### config.mk
export PLATFORM = sky130hd
export DESIGN_NAME = sha3_absorb_sched
export DESIGN_NICKNAME = d
export VERILOG_FILES = /design/src/rtl/sha3_absorb_sched.sv
export SDC_FILE = /design/constraint.sdc
export NUM_CORES = 1
export LEC_CHECK = 0
export ABC_AREA = 1
export CAP_MARGIN = 20
export CORE_UTILIZATION = 47
export DETAILED_ROUTE_END_ITERATION = 7
export PLACE_DENSITY_LB_ADDON = 0.1
export SLEW_MARGIN = 20
export SYNTH_ARGS = -nofsm -noshare
export SYNTH_HDL_FRONTEND = slang
export SYNTH_SLANG_ARGS = --single-unit
export TNS_END_PERCENT = 1
### constraint.sdc
create_clock -name ex_clk -period 2.2 [get_ports ex_clk]
set_input_delay 0.66 -clock ex_clk [delete_from_list [all_inputs] [get_ports ex_clk]]
set_output_delay 0.66 -clock ex_clk [all_outputs]
set_load 0.01 [all_outputs]
### src/rtl/sha3_absorb_sched.sv
// sha3_absorb_sched: SHA3-256 sequencing controller. Absorbs 64-bit lanes, issues padding,
// runs 24-round permutations per rate block and streams four digest lanes.
module sha3_absorb_sched #(
    parameter int RATE_LANES = 17,
    parameter int ROUNDS     = 24,
    parameter int OUT_LANES  = 4
) (
    input  logic       ex_clk,
    input  logic       ovr_rst_n,
    input  logic       start,
    input  logic       in_valid,
    input  logic       in_last,
    input  logic [3:0] in_bytes,
    output logic       in_ready,
    output logic       busy,
    output logic       state_clr,
    output logic       xor_en,
    output logic [4:0] lane_idx,
    output logic       pad_en,
    output logic [7:0] pad_pos,
    output logic       rnd_en,
    output logic [4:0] rnd_idx,
    output logic       out_valid,
    output logic [1:0] out_lane,
    input  logic       out_ready,
    output logic       done
);
    typedef enum logic [2:0] {IDLE, CLEAR, ABSORB, PAD, PERMUTE, SQUEEZE, DONE} state_t;

    state_t     state, state_nx;
    logic       final_q, pad_pending;
    logic       accept, last_lane, last_rnd, last_out, pad_wrap;
    logic [3:0] nbytes;
    logic [7:0] p;

    // Oversized byte counts saturate to a full lane.
    assign nbytes    = in_bytes > 4'd8 ? 4'd8 : in_bytes;
    assign p         = {lane_idx, 3'b000} + {4'b0000, nbytes};
    assign pad_wrap  = p == 8'(RATE_LANES * 8);
    assign accept    = in_ready && in_valid;
    assign last_lane = lane_idx == 5'(RATE_LANES - 1);
    assign last_rnd  = rnd_idx == 5'(ROUNDS - 1);
    assign last_out  = out_lane == 2'(OUT_LANES - 1);

    always_comb begin
        state_nx  = state;
        busy      = state != IDLE;
        in_ready  = state == ABSORB;
        state_clr = state == CLEAR;
        pad_en    = state == PAD;
        rnd_en    = state == PERMUTE;
        out_valid = state == SQUEEZE;
        done      = state == DONE;
        xor_en    = state == ABSORB && in_valid && (!in_last || nbytes != 4'd0);
        case (state)
            IDLE:    state_nx = start ? CLEAR : IDLE;
            CLEAR:   state_nx = ABSORB;
            ABSORB:  state_nx = !in_valid ? ABSORB :
                                in_last ? (pad_wrap ? PERMUTE : PAD) :
                                last_lane ? PERMUTE : ABSORB;
            PAD:     state_nx = PERMUTE;
            PERMUTE: state_nx = !last_rnd ? PERMUTE : final_q ? SQUEEZE : pad_pending ? PAD : ABSORB;
            SQUEEZE: state_nx = out_ready && last_out ? DONE : SQUEEZE;
            DONE:    state_nx = IDLE;
            default: state_nx = IDLE;
        endcase
    end

    always_ff @(posedge ex_clk or negedge ovr_rst_n) begin
        if (!ovr_rst_n) begin
            state       <= IDLE;
            lane_idx    <= '0;
            pad_pos     <= '0;
            rnd_idx     <= '0;
            out_lane    <= '0;
            final_q     <= 1'b0;
            pad_pending <= 1'b0;
        end else begin
            state <= state_nx;
            if (state == IDLE) begin
                lane_idx    <= '0;
                pad_pos     <= '0;
                rnd_idx     <= '0;
                out_lane    <= '0;
                final_q     <= 1'b0;
                pad_pending <= 1'b0;
            end
            if (accept && !in_last)
                lane_idx <= last_lane ? '0 : lane_idx + 5'd1;
            // A message ending exactly on the block boundary needs a padding-only block.
            if (accept && in_last) begin
                pad_pos     <= pad_wrap ? '0 : p;
                pad_pending <= pad_wrap;
            end
            if (pad_en)
                final_q <= 1'b1;
            if (rnd_en)
                rnd_idx <= last_rnd ? '0 : rnd_idx + 5'd1;
            if (rnd_en && last_rnd) begin
                lane_idx    <= '0;
                pad_pending <= 1'b0;
            end
            if (out_valid && out_ready)
                out_lane <= last_out ? '0 : out_lane + 2'd1;
            if (done)
                final_q <= 1'b0;
        end
    end
endmodule
# [Word-level counts from Yosys, hierarchy flattened]
# Cells that the tools add are included.
[totals] reg_bits=25 inputBits=10 out_inout_bits=28 elab_cells=68
[classes] addsub=4 magnitude_cmp=1 n_eq_ne=10 muxes=28 n_reduce_logical=18
[op_table] cell="2-to-1 mux 5 bit" n=6
[op_table] cell="2-to-1 mux 8 bit" n=3
[op_table] cell="2-to-1 mux 3 bit" n=6
[op_table] cell="case mux 3 bit (6 select lines)" n=1
[op_table] cell="nonzero test 3 bit" n=4
[op_table] cell="adder 5 x 1 -> 5 bit (second input constant)" n=2
[op_table] cell="== test 5 bit (second input constant)" n=2
[op_table] cell="== test 3 bit (second input constant)" n=3
[op_table] cell="adder 8 x 4 -> 8 bit" n=1
[op_table] cell="== test 8 bit (second input constant)" n=1
[op_table] cell="2-to-1 mux 2 bit" n=4
[op_table] cell="logical AND 1 bit" n=7
[op_table] cell="2-to-1 mux 1 bit" n=7
[op_table] cell="== test 3 x 2 -> 1 bit (second input constant)" n=2
[op_table] cell="nonzero test 2 bit" n=3
[op_table] cell="> comparator 4 bit (second input constant)" n=1
[op_table] cell="2-to-1 mux 4 bit" n=1
[op_table] cell="nonzero test 4 bit" n=1
[op_table] cell="== test 3 x 1 -> 1 bit (second input constant)" n=1
[op_table] cell="zero test 3 bit" n=1
[op_table] cell="adder 2 x 1 -> 2 bit (second input constant)" n=1
[op_table] cell="== test 2 bit (second input constant)" n=1
[op_table] cell="zero test 1 bit" n=1
[op_table] cell="logical OR 1 bit" n=1

# [Logic depth before layout (Yosys ltp)]
# Gate-level depths: netlist of run 1.
[depth] ltp_word=8 ltp_mapped=11 depth_no_buf=11

# [Least setup slack after synthesis of run 1]
# No wires, ideal clock.
[synth_path] kind="input port to output port" start="in in_valid" end="out xor_en" t_arrival_ns=1.300 required_ns=1.540 slack_ns=0.240 path_stages=4 n_path_buf=0 path_cell_list="inv_1 -> nor3_4 -> inv_1 -> a31oi_1"
[synth_via] elab_chain_len=2
[synth_rtl] element="from (decl)" line_no="11" text="input logic in_valid,"
[synth_rtl] element="logical AND 1 bit (2 in series)" line_no="54" text="xor_en = state == ABSORB && in_valid && (!in_last || nbytes != 4'd0);"
[synth_rtl] element="to (decl)" line_no="17" text="output logic xor_en,"
# No other way between the ends.

# [Worst setup path in the final report of run 1]
[layout_path] start="reg state[0]" end="out busy"
[layout_via] elab_chain_len=1
[layout_rtl] element="from (decl)" line_no="30" text="state_t state, state_nx;"
[layout_rtl] element="from (signal assigned)" line_no="79" text="state <= state_nx;"
[layout_rtl] element="nonzero test 3 bit" line_no="47" text="busy = state != IDLE;"
[layout_rtl] element="to (decl)" line_no="15" text="output logic busy,"
# No other way between the ends.

==> results of run 1 <==
power by group:
group          total, µW  leakage, µW  internal [µW]  switching [µW]
logic                723     0.000628            326             397
registers            611     0.000340            533            78.2
clock network        203    0.0000150           71.0             132
Yosys cell counts:
library cell,instances,area (µm²)
nor2_1,15,56.3
o21bai_1,1,7.51
nor3_4,1,16.3
buf_6,1,11.3
inv_2,4,15.0
mux2i_1,1,10.0
nand2_4,1,11.3
o21ai_0,15,75.1
inv_1,23,86.3
or2_1,1,6.26
nand2_1,39,146
xor2_1,3,26.3
ha_1,6,75.1
nand4_1,3,18.8
xnor2_1,1,8.76
o22ai_1,2,12.5
nand3_1,18,90.1
a22o_1,2,17.5
o31ai_1,2,15.0
dfrtp_1,25,626
a21oi_1,4,20.0
nand2_2,2,12.5
nor3_1,4,20.0
a31oi_1,1,6.26
logic make-up after synthesis:
logic type               after synthesis  synth area share (%)
AO/OA/AOI/OAI                         27                  11.1
XOR/XNOR                               4                  2.52
adder cells (fa/ha/maj)                6                  5.40
buffers and inverters                 28                  8.10
flip-flops                            25                  45.0
multiplexers                           1                 0.720
AND/OR/NAND/NOR                       84                  27.2
how the worst min path moves through the flow:
stage	from	end	slack (ns)	depth (start not counted)
4_1_cts	pad_pos[7]$_DFFE_PN0P_	pad_pos[7]$_DFFE_PN0P_	0.50	2
5_1_grt	pad_pos[0]$_DFFE_PN0P_	pad_pos[0]$_DFFE_PN0P_	0.52	2
3_5_place_dp	pad_pos[7]$_DFFE_PN0P_	pad_pos[7]$_DFFE_PN0P_	0.47	2
3_3_place_gp	pad_pos[3]$_DFFE_PN0P_	pad_pos[3]$_DFFE_PN0P_	0.47	2
6_report	pad_pos[0]$_DFFE_PN0P_	pad_pos[0]$_DFFE_PN0P_	0.50	2
2_1_floorplan	ovr_rst_n	final_q$_DFFE_PN0P_	0.36	0
metal layers:
layer | up-vias | GRT usage (%) | wire, µm
met2 | 28 | 41.0 | 1740
met4 | 0 | 7.67 | 35
li1 | 683 | - | -
met1 | 645 | 27.7 | 1440
met3 | 4 | 2.07 | 88
met5 | - | 0 | 0
worst max-delay path: stages (launching register included):
cell           delay, ns
dfrtp_1             0.41
buf_4               0.15
nor2_2              0.14
buf_4               0.15
nand2_1             0.07
dlygate4sd2_1       0.28
timing repair:
item                                    in CTS  in global routing
endpoints found under the setup margin      13                  6
gates resized for setup                     17                  5
hold buffers                                 0                  0
pin swaps                                    4                  2
layout make-up:
type | instances | area [µm²]
fillers | 234 | 845
multi-input cells | 122 | 672
flip-flops and latches | 25 | 628
repair buffers | 52 | 470
inverters | 27 | 101
well taps | 31 | 38.8
clock buffers | 4 | 26.3
registers in the layout (all words and copies together), names as in the netlist:
signal       flops
out_lane         2
pad_pos          8
rnd_idx          5
state            3
final_q          1
lane_idx         5
pad_pending      1
stage by stage:
stage	util [%]	instance area [µm²]	std cells	hold WS (ns)
after detailed placement	68.3	1900	257	0.465
after global routing	69.6	1940	261	0.518
after CTS	69.3	1930	261	0.498
final	69.6	1940	261	0.497
after global placement	68.3	1900	257	0.467
after floorplan	-	1390	175	0.364
==> reports/qor.yml, run 1 <==
grt:
  grt_max_degree: 26
  grt_pass1_wl_um: 5660
  gr-total-overflow: 0
  first_global_vias: 1329
  antenna_found_initial: 0
  grt_usage_pct: 22.5
routing:
  drcViolationCount: 0
  dr.pass1.iters: 4
  num_vias: 1360
  routed_via_density: 5.21
  antenna_left: 0
  drtIter0Drc: 49
  wire_per_inst_um: 12.7
  drt_wl_total_um: 3300
floorplan:
  core_mm2: 0.00278
  die_h_um: 56.4
  ios: 38
  fp.dieW_um: 56.4
  floorplan.initialDensity_pct: 50.0
  die_area_mm2: 0.00318
  rows: 19
timing:
  rsz0062_at_grt: "true"
  period_share_pct: 99.3
  worst_pin_slew_ns: 0.323
  min_period_ns: 2.18
  final-setup-viol-count: 0
  setup_tns_ns: 0
  clock.fmax_mhz: 458
  relSlewSlack_pct: 78.5
  skew_ns: 0.00226
  hold_viol: 0
  setup_ws_ns: 0.0154
  report.final.slew_viol_count: 0
place:
  hpwl_um: 2610
  portBuffers: 37
  gp_congestion: 0.827
  dp_slack_ns: -0.606
synth:
  ys_seq_elements: 25
  synthDistinctLibCells: 24
  syn_avg_cell_area_um2: 7.94
  netlist_area_mm2: 0.00139
  syn_inst: 175
  yosysSeqAreaShare_pct: 45.0
  syn_nets: 191
  yosysWarnings: 0
worst_setup_path:
  cp-startpoint: "state[0]$_DFF_PN0_"
  crit_path_end: "busy"
  r2r_slack_ns: 0.40
  cp.arrival_ns: 1.52
  ff2ff_path_depth: 10
  critPathRequiredTime_ns: 1.54
  end_kind: "output pin"
  critPathMaxFanout: 4
  reg2reg_to: "state[1]$_DFF_PN0_"
  crit_type: "reg -> out"
  r2r-start: "lane_idx[0]$_DFFE_PN0P_"
  critPathLaunchType: "flip-flop"
final_layout:
  diodes: 0
  final_common_cell: "nand2_1"
  layout_common_cells: "nand2_1 (38), clkdlybuf4s50_1 (27), dfrtp_1 (23)"
  drive_gt1_share_pct: 15.7
  nets: 247
  synthToLayoutAreaGrowth_pct: 39.3
pwr:
  ir_worst_vdd_v: 0.000697
  leakagePower_uw: 0.000983
  power.density_mw_per_mm2: 794
  p_total_uw: 1540
flow_run:
  maxCapViolCount: 0
cts:
  clockRootBuffer: "clkbuf_4"
  numClockSinks: 25
  post_cts.repair.setup_buffers: 0
  insertion_delay_ns: 0.32
  cts_max_level: 1
  cts_tree: "yes"
  numCtsBuffers: 3
  cts.path.max_buffers: 2
  clk_pin_slew_ns: 0.13
hold_path:
  hp-class: "reg -> reg"
status:
  outcome: "finished, final reports clean"
Note: power is estimated with default switching activity, not from simulation.
==> inputs of run 2 (changes only) <==
CORE_MARGIN = 8   (was default)
clock period = 2.5 ns   (was 2.2 ns; I/O delays follow)
==> reports/qor.yml, run 2 (same netlist as run 1, synthesis figures left out) <==
timing:
  min_period_ns: 2.40
  report.final.slew_viol_count: 0
  worst_pin_slew_ns: 0.336
  hold_viol: 0
  skew_ns: 0.00567
  relSlewSlack_pct: 77.6
  clock.fmax_mhz: 416
  rsz0062_at_grt: "true"
  period_share_pct: 96.0
  setup_ws_ns: 0.0988
  final-setup-viol-count: 0
grt:
  grt_usage_pct: 14.5
  grt_pass1_wl_um: 6140
  antenna_found_initial: 0
  gr-total-overflow: 0
  grt_max_degree: 26
  first_global_vias: 1416
pwr:
  leakagePower_uw: 0.000963
  pwr-share-comb_pct: 46.4
  p_total_uw: 1370
  pwr-share-seq_pct: 40.7
  ir_worst_vdd_v: 0.000708
  internal-power_uw: 827
  power_frac_clock_pct: 12.9
  power.density_mw_per_mm2: 712
  switching_power_uw: 543
  switching_share_pct: 39.6
routing:
  dr.pass1.iters: 4
  route.met3.wl_um: 275
  wire_per_inst_um: 14.2
  drt_wl_total_um: 3680
  wl_met2_um: 1830
  routed_via_density: 5.44
  antenna_left: 0
  num_vias: 1410
  drtIter0Drc: 108
  drcViolationCount: 0
  routed.top_layer: "met4"
  drt-met1-wl_um: 1530
floorplan:
  die_area_mm2: 0.00495
  fp.dieW_um: 70.4
  die_h_um: 70.4
  floorplan.initialDensity_pct: 50.0
  core_mm2: 0.00278
  rows: 19
  ios: 38
worst_setup_path:
  r2r-start: "lane_idx[0]$_DFFE_PN0P_"
  critPathLaunchType: "primary input"
  cp-startpoint: "in_bytes[2]"
  critPathMaxFanout: 2
  end_kind: "output pin"
  cp.arrival_ns: 1.65
  crit_type: "in -> out"
  critPathRequiredTime_ns: 1.75
cts:
  insertion_delay_ns: 0.31
  numClockSinks: 25
  cts_tree: "yes"
  cts_max_level: 1
  clk_pin_slew_ns: 0.13
  cts.path.max_buffers: 2
  clockRootBuffer: "clkbuf_4"
  numCtsBuffers: 3
  ctsHoldBuffers: 0
final_layout:
  layout_common_cells: "nand2_1 (39), clkdlybuf4s50_1 (33), inv_1 (22), dfrtp_1 (22), nand3_1 (18)"
  reg_top3: "pad_pos (8), lane_idx (5), rnd_idx (5)"
  largest_register_ffs: 8
  design_area_mm2: 0.00192
  drive_gt1_share_pct: 14.0
  largest-register: "pad_pos"
  diodes: 0
  fillers: 229
  nets: 245
  synthToLayoutAreaGrowth_pct: 38.4
  finalNonFillerCells: 259
  final_common_cell: "nand2_1"
  final_core_util_pct: 69.2
hold_path:
  worstHoldStart: "pad_pos[0]$_DFFE_PN0P_"
  hp-class: "reg -> reg"
status:
  outcome: "finished, final reports clean"
flow_run:
  maxCapViolCount: 0
place:
  place_area_mm2: 0.00187
  portBuffers: 37
  dp_slack_ns: -0.527
  dp_cells: 253
  hpwl_um: 2900
  gp_congestion: 0.852
run 2: per-layer routing:
metal | vias up | track usage, %
li1 | 681 | -
met1 | 682 | 15.8
met2 | 41 | 25.3
met3 | 6 | 4.80
met4 | 0 | 5.13
met5 | - | 0
run 2: final cells by class:
| class | instances | area, µm² | area share [%] |
|---|---|---|---|
| sequential | 25 | 629 | 32.7 |
| inverter | 27 | 101 | 5.27 |
| tap | 31 | 38.8 | 2.02 |
| timing repair buffer | 50 | 467 | 24.3 |
| clock buffer | 4 | 26.3 | 1.37 |
| multi-input combinational | 122 | 662 | 34.4 |
run 2: critical path: stages:
cell	delay, ns
clkdlybuf4s50_1	0.42
nor3_1	0.21
a31oi_1	0.11
buf_2	0.15
run 2: metrics by stage:
step,TNS (ns),hold slack (ns)
6_report,0,0.496
5_1_grt,-0.0124,0.520
4_1_cts,0,0.505
3_5_place_dp,-1.26,0.474
3_3_place_gp,-1.10,0.467
2_1_floorplan,0,0.454
run 2: path summary, 6_finish.rpt:
path / end / slack, ns / depth (start not counted)
worst max-delay path: xor_en / 0.1 / 4
worst min-delay path: pad_pos[0]$_DFFE_PN0P_ / 0.50 / 2
worst max register to register: pad_pos[3]$_DFFE_PN0P_ / 0.69 / 9
worst min register to register: pad_pos[0]$_DFFE_PN0P_ / 0.50 / 2
max in group asynchronous: state[1]$_DFF_PN0_ / 1.44 / 2
min in group asynchronous: rnd_idx[0]$_DFFE_PN0P_ / 0.78 / 2
run 2: timing repair:
item / 4_1_cts / 5_1_grt
buffers inserted: 0 / 2
setup endpoints to repair: 3 / 5
pin swaps: 0 / 0
gates resized for setup: 9 / 5
run 2: power by group through the flow:
stage	clock network, µW	logic (µW)	registers, µW
6_report	177	636	557
5_1_grt	200	704	567
4_1_cts	187	615	553
3_5_place_dp	0	613	557
3_3_place_gp	0	591	551
2_1_floorplan	0	295	555
==> inputs of run 3 (changes only) <==
CAP_MARGIN = default   (was 20)
==> results of run 3 <==
Final layout, timing and power as in run 2 (identical DEF).
